<file path="config.mk">
export PLATFORM = sky130hd
export DESIGN_NAME = hazard_stall_controller_flat
export DESIGN_NICKNAME = d
export VERILOG_FILES = /design/src/rtl/hazard_stall_controller_if.sv /design/src/rtl/hazard_stall_controller.sv /design/src/flat_wrapper.sv
export SDC_FILE = /design/constraint.sdc
export NUM_CORES = 1
export LEC_CHECK = 0
export BUFFER_PORTS_ARGS = -buffer_cell sky130_fd_sc_hd__buf_2
export CORE_MARGIN = 4
export CORE_UTILIZATION = 48
export CTS_BUF_LIST = sky130_fd_sc_hd__clkbuf_4
export DETAILED_ROUTE_END_ITERATION = 8
export GPL_ROUTABILITY_DRIVEN = 0
export PLACE_DENSITY = 0.79
export SETUP_SLACK_MARGIN = 0.1
export SLEW_MARGIN = 20
export SYNTH_ARGS = -nofsm -noshare
export SYNTH_HDL_FRONTEND = slang
export SYNTH_SLANG_ARGS = --single-unit
</file>
<file path="constraint.sdc">
create_clock -name clk -period 4.3 [get_ports clk]
set_clock_uncertainty 0.2 [all_clocks]
set_input_delay 0.86 -clock clk [delete_from_list [all_inputs] [get_ports clk]]
set_output_delay 0.86 -clock clk [all_outputs]
set_load 0.1 [all_outputs]
</file>
<file path="src/rtl/hazard_stall_controller_if.sv">
// Control bundle between the hazard controller and the datapath.
// Datapath side drives ID decode and memory status, controller drives enables.
interface hazard_stall_controller_if #(
    parameter int CNT_W = 16
);
    logic [31:0]      instr_id;
    logic             branch_taken;
    logic             mem_busy;
    logic             pc_write;
    logic             if_id_write;
    logic             if_id_flush;
    logic             id_ex_write;
    logic             ctrl_bubble;
    logic [1:0]       state;
    logic [CNT_W-1:0] stall_cnt;

    modport master (
        output instr_id, branch_taken, mem_busy,
        input  pc_write, if_id_write, if_id_flush,
        input  id_ex_write, ctrl_bubble, state, stall_cnt
    );

    modport slave (
        input  instr_id, branch_taken, mem_busy,
        output pc_write, if_id_write, if_id_flush,
        output id_ex_write, ctrl_bubble, state, stall_cnt
    );
endinterface

</file>
<file path="src/rtl/hazard_stall_controller.sv">
// Load-use stall, branch flush and memory-wait freeze for the 5-stage pipe.
// Keeps a shadow of loads in EX/MEM and counts PC-hold cycles.
module hazard_stall_controller #(
    parameter int LOAD_LAT = 1,
    parameter int CNT_W    = 16
) (
    input  logic                       clk,
    input  logic                       rst,
    hazard_stall_controller_if.slave   bus
);
    typedef enum logic [1:0] {
        RUN   = 2'd0,
        STALL = 2'd1,
        WAIT  = 2'd2
    } state_t;

    state_t           r_state;
    state_t           w_next;
    logic             r_ex_mr;
    logic [4:0]       r_ex_rt;
    logic             r_mem_mr;
    logic [4:0]       r_mem_rt;
    logic [CNT_W-1:0] r_cnt;

    logic [5:0] w_op;
    logic [4:0] w_rs;
    logic [4:0] w_rt;
    logic       w_is_lw;
    logic       w_uses_rt;
    logic       w_ex_hit;
    logic       w_mem_hit;
    logic       w_load_use;
    logic       w_pc_write;
    logic       w_if_id_write;
    logic       w_flush;
    logic       w_id_ex_write;
    logic       w_bubble;

    assign w_op    = bus.instr_id[31:26];
    assign w_rs    = bus.instr_id[25:21];
    assign w_rt    = bus.instr_id[20:16];
    assign w_is_lw = (w_op == 6'b100011);

    assign w_uses_rt = (w_op == 6'b000000) ||
                       (w_op == 6'b000100) ||
                       (w_op == 6'b000101) ||
                       (w_op == 6'b101011);

    assign w_ex_hit = r_ex_mr && (r_ex_rt != 5'd0) &&
                      ((r_ex_rt == w_rs) ||
                       (w_uses_rt && (r_ex_rt == w_rt)));

    assign w_mem_hit = r_mem_mr && (r_mem_rt != 5'd0) &&
                       ((r_mem_rt == w_rs) ||
                        (w_uses_rt && (r_mem_rt == w_rt)));

    // Without MEM->EX forwarding the MEM-stage load also blocks
    assign w_load_use = w_ex_hit || ((LOAD_LAT == 2) && w_mem_hit);

    always_comb begin
        w_pc_write    = 1'b1;
        w_if_id_write = 1'b1;
        w_id_ex_write = 1'b1;
        w_flush       = 1'b0;
        w_bubble      = 1'b0;
        w_next        = RUN;
        if (bus.mem_busy) begin
            w_pc_write    = 1'b0;
            w_if_id_write = 1'b0;
            w_id_ex_write = 1'b0;
            w_next        = WAIT;
        end else if (w_load_use) begin
            w_pc_write    = 1'b0;
            w_if_id_write = 1'b0;
            w_bubble      = 1'b1;
            w_next        = STALL;
        end else if (bus.branch_taken) begin
            w_flush = 1'b1;
        end
    end

    always_ff @(posedge clk or negedge rst) begin
        if (!rst) begin
            r_state <= RUN;
        end else begin
            r_state <= w_next;
        end
    end

    always_ff @(posedge clk or negedge rst) begin
        if (!rst) begin
            r_ex_mr  <= 1'b0;
            r_ex_rt  <= 5'd0;
            r_mem_mr <= 1'b0;
            r_mem_rt <= 5'd0;
        end else if (w_id_ex_write) begin
            r_ex_mr  <= w_is_lw && !w_bubble;
            r_ex_rt  <= w_bubble ? 5'd0 : w_rt;
            r_mem_mr <= r_ex_mr;
            r_mem_rt <= r_ex_rt;
        end
    end

    always_ff @(posedge clk or negedge rst) begin
        if (!rst) begin
            r_cnt <= '0;
        end else if (!w_pc_write && (r_cnt != '1)) begin
            r_cnt <= r_cnt + 1'b1;
        end
    end

    assign bus.pc_write    = w_pc_write;
    assign bus.if_id_write = w_if_id_write;
    assign bus.if_id_flush = w_flush;
    assign bus.id_ex_write = w_id_ex_write;
    assign bus.ctrl_bubble = w_bubble;
    assign bus.state       = r_state;
    assign bus.stall_cnt   = r_cnt;
endmodule

</file>
<file path="src/flat_wrapper.sv">
// flat-port wrapper written by rule: the top's interface ports become plain ports
module hazard_stall_controller_flat 
#(
    parameter int LOAD_LAT = 1,
    parameter int CNT_W    = 16
)
  (clk, rst, bus_instr_id, bus_branch_taken, bus_mem_busy, bus_pc_write, bus_if_id_write, bus_if_id_flush, bus_id_ex_write, bus_ctrl_bubble, bus_state, bus_stall_cnt);
  hazard_stall_controller_if #(.CNT_W(CNT_W)) bus_i ();
  input  logic clk;
  input  logic rst;
  input wire logic [$bits(bus_i.instr_id)-1:0] bus_instr_id;
  input wire logic [$bits(bus_i.branch_taken)-1:0] bus_branch_taken;
  input wire logic [$bits(bus_i.mem_busy)-1:0] bus_mem_busy;
  output wire logic [$bits(bus_i.pc_write)-1:0] bus_pc_write;
  output wire logic [$bits(bus_i.if_id_write)-1:0] bus_if_id_write;
  output wire logic [$bits(bus_i.if_id_flush)-1:0] bus_if_id_flush;
  output wire logic [$bits(bus_i.id_ex_write)-1:0] bus_id_ex_write;
  output wire logic [$bits(bus_i.ctrl_bubble)-1:0] bus_ctrl_bubble;
  output wire logic [$bits(bus_i.state)-1:0] bus_state;
  output wire logic [$bits(bus_i.stall_cnt)-1:0] bus_stall_cnt;
  assign bus_i.instr_id = bus_instr_id;
  assign bus_i.branch_taken = bus_branch_taken;
  assign bus_i.mem_busy = bus_mem_busy;
  assign bus_pc_write = bus_i.pc_write;
  assign bus_if_id_write = bus_i.if_id_write;
  assign bus_if_id_flush = bus_i.if_id_flush;
  assign bus_id_ex_write = bus_i.id_ex_write;
  assign bus_ctrl_bubble = bus_i.ctrl_bubble;
  assign bus_state = bus_i.state;
  assign bus_stall_cnt = bus_i.stall_cnt;
  hazard_stall_controller #(.LOAD_LAT(LOAD_LAT), .CNT_W(CNT_W)) u_core (.clk(clk), .rst(rst), .bus(bus_i));
endmodule
</file>
Yosys cells after proc, flatten, opt, wreduce, memory -nomap -nowiden. Cells that the tools add are included. W data, S select, Z words.

Register bits after elaboration: 24. Input bits: 36. Word-level logic and storage cells: 36. Output and inout port bits: 23.

Mux-type cells: 11. Reduce and logical (&&, ||, !) cells: 13. Equal/unequal tests: 7. Add/subtract/negate cells: 1.

Operators by type and width (count): $add A16 B1 Y16 const B (1); $ne A16 B16 Y1 const B (1); $eq A6 B3 Y1 const B (2); $eq A6 B6 Y1 const B (2); $eq A5 B5 Y1 (2); $mux W1 (9); $logic_not A6 Y1 (1); $logic_and A1 B1 Y1 (5); $mux W5 (1); $reduce_bool A5 Y1 (1); $logic_or A1 B1 Y1 (4); $logic_not A1 Y1 (2); $mux W2 (1).

Depth between registers and ports, before layout.
Depth after elaboration: 11. Depth in mapped cells: 7. Gate-level depth less buffers: 6.

Least setup slack after synthesis. OpenSTA, ideal clock, no wires.

Path type: in2out. From: in bus_instr_id[28]. To: out bus_ctrl_bubble. Required time: 3240 ps. Cell stages on the path: 5. Path buffers: 0. Slack: 350 ps. Arrival time: 2890 ps. Path through: and4b_1 -> a22oi_1 -> nor4b_4 -> nor2_1 -> nor2_1.

Cells in the longest elaborated chain, start to end: 9. Elaborated cells between the ends (all ways): 12. Those cells by class: eq/ne (3); mux (2); reduce/logical (7).

Ends and longest elaborated chain: from (decl) (RTL line flat_wrapper.sv:11) `input wire logic [$bits(bus_i.instr_id)-1:0] bus_instr_id;`; $eq A6 B3 Y1 / $logic_not A6 Y1 (equally long branches) (RTL line hazard_stall_controller.sv:45, hazard_stall_controller.sv:44); $logic_or A1 B1 Y1 (RTL line hazard_stall_controller.sv:44) `assign w_uses_rt = (w_op == 6'b000000) ||`; $logic_or A1 B1 Y1 (RTL line hazard_stall_controller.sv:45) `(w_op == 6'b000100) ||`; $logic_or A1 B1 Y1 (*) (RTL line hazard_stall_controller.sv:46) `(w_op == 6'b000101) ||`; $logic_and A1 B1 Y1 (*) (RTL line hazard_stall_controller.sv:51) `(w_uses_rt && (r_ex_rt == w_rt)));`; $logic_or A1 B1 Y1 (*) (RTL line hazard_stall_controller.sv:50) `((r_ex_rt == w_rs) ||`; $logic_and A1 B1 Y1 (*) (RTL line hazard_stall_controller.sv:49) `assign w_ex_hit = r_ex_mr && (r_ex_rt != 5'd0) &&`; $mux W1 (*) (RTL line hazard_stall_controller.sv:72) `end else if (w_load_use) begin`; $mux W1 (*) (RTL line hazard_stall_controller.sv:67) `if (bus.mem_busy) begin`; to (decl) (RTL line flat_wrapper.sv:18) `output wire logic [$bits(bus_i.ctrl_bubble)-1:0] bus_ctrl_bubble;`.

Mark *: on every way between the ends. The rest lies on a longest branch, timed or not.

Final worst setup path.
From: reg u_core.r_ex_rt[0]. To: out bus_if_id_flush.

Cells in the longest elaborated chain, start to end: 6. Elaborated cells between the ends (all ways): 9. Those cells by class: eq/ne (2); mux (2); reduce/logical (5).

Ends and longest elaborated chain: from (decl) (RTL line hazard_stall_controller.sv:20) `logic [4:0] r_ex_rt;`; from (signal assigned) (RTL line hazard_stall_controller.sv:98) `r_ex_rt <= w_bubble ? 5'd0 : w_rt;`; $eq A5 B5 Y1 (RTL line hazard_stall_controller.sv:51); $logic_and A1 B1 Y1 (RTL line hazard_stall_controller.sv:51); $logic_or A1 B1 Y1 (RTL line hazard_stall_controller.sv:50); $logic_and A1 B1 Y1 (*) (RTL line hazard_stall_controller.sv:49); $mux W1 (*) (RTL line hazard_stall_controller.sv:72); $mux W1 (*) (RTL line hazard_stall_controller.sv:67); to (decl) (RTL line flat_wrapper.sv:16) `output wire logic [$bits(bus_i.if_id_flush)-1:0] bus_if_id_flush;`.

Marks and branches as above.

==> results.cfg <==
[synth]
syn-cell-area_um2 = 1280
ys_ff_latch = 24
synth_top_cell_area_share_pct = 46.9
ys_seq_area_share_pct = 46.9
synth_fp_nets = 149
synth_top_area_cell = dfrtp_1
yosysWarnings = 0
ys_top_cells_by_area = dfrtp_1 (47%), xor2_1 (11%), xnor2_1 (4.8%)
syn_inst = 112
ys_types = 30
syn_avg_cell_area_um2 = 11.4

[routing]
wl_um = 2620
drc = 0
drt_iter0_markers = 22
wl_per_cell_um = 14.1
drtAntennaViolNets = 0
viasPerCell = 5.42
drt_pass1_iterations = 4
vias = 1008

[global_routing]
grt_pass1_wl_um = 4290
grt_start_max_net_pins = 25
antenna_found_initial = 0
grt_usage_pct = 15.9
gr-total-overflow = 0
grt_pass1_vias = 951

[clock_tree]
worstSkewPairLatency_ns = 0.32
cts_resized = 0
cts_max_path_buffers = 2
path_clk_slew_ns = 0.13
cts_buffers = 3
cts_setup_buffers = 0
cts_tree = built
htree_levels = 1
cts-root-buf = clkbuf_4
cts_sinks = 24
cts_hold_buf = 0

[floorplan]
coreArea_um2 = 2520
ios = 59
die_area_um2 = 3560
initial_utilization_pct = 50.8
rows = 18
fp.dieH_um = 59.7
die-width_um = 59.7

[finish]
final_nets = 194
finalInstanceArea_um2 = 1550
n_antenna_cell = 0
final_cells = 186
area_growth_pct = 20.8
drive_gt1_share_pct = 34.6

[setup_path]
path_max_fanout = 5
worst-r2r-cell-count = 7
r2r-start = u_core.r_ex_rt[0]
worst-path-stages = 6
worst_ep_required_time_ns = 3.24
critPathMaxStageDelay_ns = 0.56
cp_data_arrival_time_ns = 2.45
cp_num_buf_inv = 1
critPathSlowestCell = or4_4
critPathKind = reg -> out
path_delay_family = simple AND/OR/NAND/NOR gates
crit_path_start_kind = register
regToRegSetupSlack_ns = 1.81
cp-end-kind = output port
critPathLaunch = u_core.r_ex_rt[0]
path_cells = or4_4, o21ai_4, nor4_4, nor3_4, and2_1, buf_2
r2r_end = u_core.bus.stall_cnt[14]
endpoint = bus_if_id_flush

[timing]
worst_pin_slew_ns = 0.530
setup_viol = 0
max_freq_mhz = 285
finalHoldViolations = 0
rsz0062_at_grt = no
finalSetupTns_ns = 0
setup_ws_ns = 0.793
finalCriticalPeriod_ns = 3.51
worst_slew_margin_rel_pct = 64.7
slew_violations = 0
min_period_over_period_pct = 81.6

[placed_design]
portBuffers = 42
placed_area_um2 = 1520
place_ws_ns = 0.873
dp_hpwl_um = 2010
place_inst = 182

[run]
drv_cap = 0

[power]
power_w = 0.000931
power_density_nw_per_um2 = 602
irDropWorstVdd_mv = 0.680
cellLeakagePower_nw = 0.752

[outcome]
status = complete, no violations

[min_path]
min_path_type = in -> async
-- per-stage QoR --
stage	hold slack, ns	util (%)
after floorplan	0.324	-
after global placement	0.271	60.3
after detailed placement	0.279	60.3
after CTS	0.302	61.4
after global routing	0.327	61.4
final	0.294	61.4
-- where the power goes --
part	internal, W	switching (W)
clock	0.0000340	0.0000677
sequential	0.000273	0.0000589
combinational	0.0000906	0.000407
-- cell usage after synthesis --
library cell,instances
xnor2_1,7
a22o_1,5
clkbuf_1,2
nand2_1,3
nor4b_1,2
nor4b_4,1
nor3_1,7
nand2b_1,2
and3_1,2
xor2_1,16
o21ai_4,1
nand4_1,2
nor3_4,1
a32o_1,1
dfrtp_1,24
nor4_4,1
nor3b_1,2
and2_1,1
mux2_1,3
or4_4,1
buf_4,3
nor4b_2,1
nor4_1,4
nand3_1,9
nor2_1,5
ha_1,1
inv_1,2
and4_1,1
a22oi_1,1
and4b_1,1
-- metal layers --
| layer | vias to the layer above | track usage [%] | wire (um) |
|---|---|---|---|
| li1 | 493 | - | - |
| met1 | 472 | 19.8 | 1160 |
| met2 | 38 | 27.5 | 1230 |
| met3 | 5 | 2.16 | 192 |
| met4 | 0 | 6.65 | 41 |
| met5 | - | 0 | 0 |
-- area by class of cell --
cell class                      count  area [um2]
Multi-Input combinational cell     81         643
Sequential cell                    24         601
Timing Repair Buffer               45         233
Clock inverter                      1        3.75
Fill cell                         224         975
Inverter                            2        7.51
Clock buffer                        3        22.5
Tap cell                           30        37.5
-- logic make-up after synthesis --
| group | count (synthesis) | synth area share (%) |
|---|---|---|
| AOI/OAI and AO/OA | 8 | 6.06 |
| xor gates and xnor gates | 23 | 15.7 |
| adders and majority gates | 1 | 0.976 |
| buffers and inverters | 7 | 2.93 |
| DFF | 24 | 46.9 |
| muxes | 3 | 2.64 |
| and+or+nand+nor | 46 | 24.8 |
-- how the worst min path moves through the flow --
stage / startpoint / to / slack, ns / cells after the start
3_3_place_gp: u_core.bus.stall_cnt[10] / u_core.bus.stall_cnt[10] / 0.27 / 1
5_1_grt: rst / u_core.r_ex_rt[4] / 0.33 / 1
3_5_place_dp: u_core.bus.stall_cnt[10] / u_core.bus.stall_cnt[10] / 0.28 / 1
4_1_cts: u_core.bus.stall_cnt[5] / u_core.bus.stall_cnt[5] / 0.30 / 1
6_report: rst / u_core.r_ex_rt[4] / 0.29 / 1
2_1_floorplan: u_core.r_ex_mr / u_core.r_ex_mr / 0.32 / 1
-- sequential cells by signal (all words and copies together), names as in the netlist --
name,count
u_core.bus.state,2
u_core.r_ex_mr,1
u_core.r_ex_rt,5
u_core.bus.stall_cnt,16
-- placed cells by master, fill, tap and decap left out, types with 4 or more instances in the layout --
cell / n
xor2_1: 16
nor2_1: 5
a22o_1: 5
nand3_1: 9
buf_2: 42
xnor2_1: 7
dfrtp_1: 24
nor3_1: 7
nor4_1: 4
(Power assumes the default switching activity.)
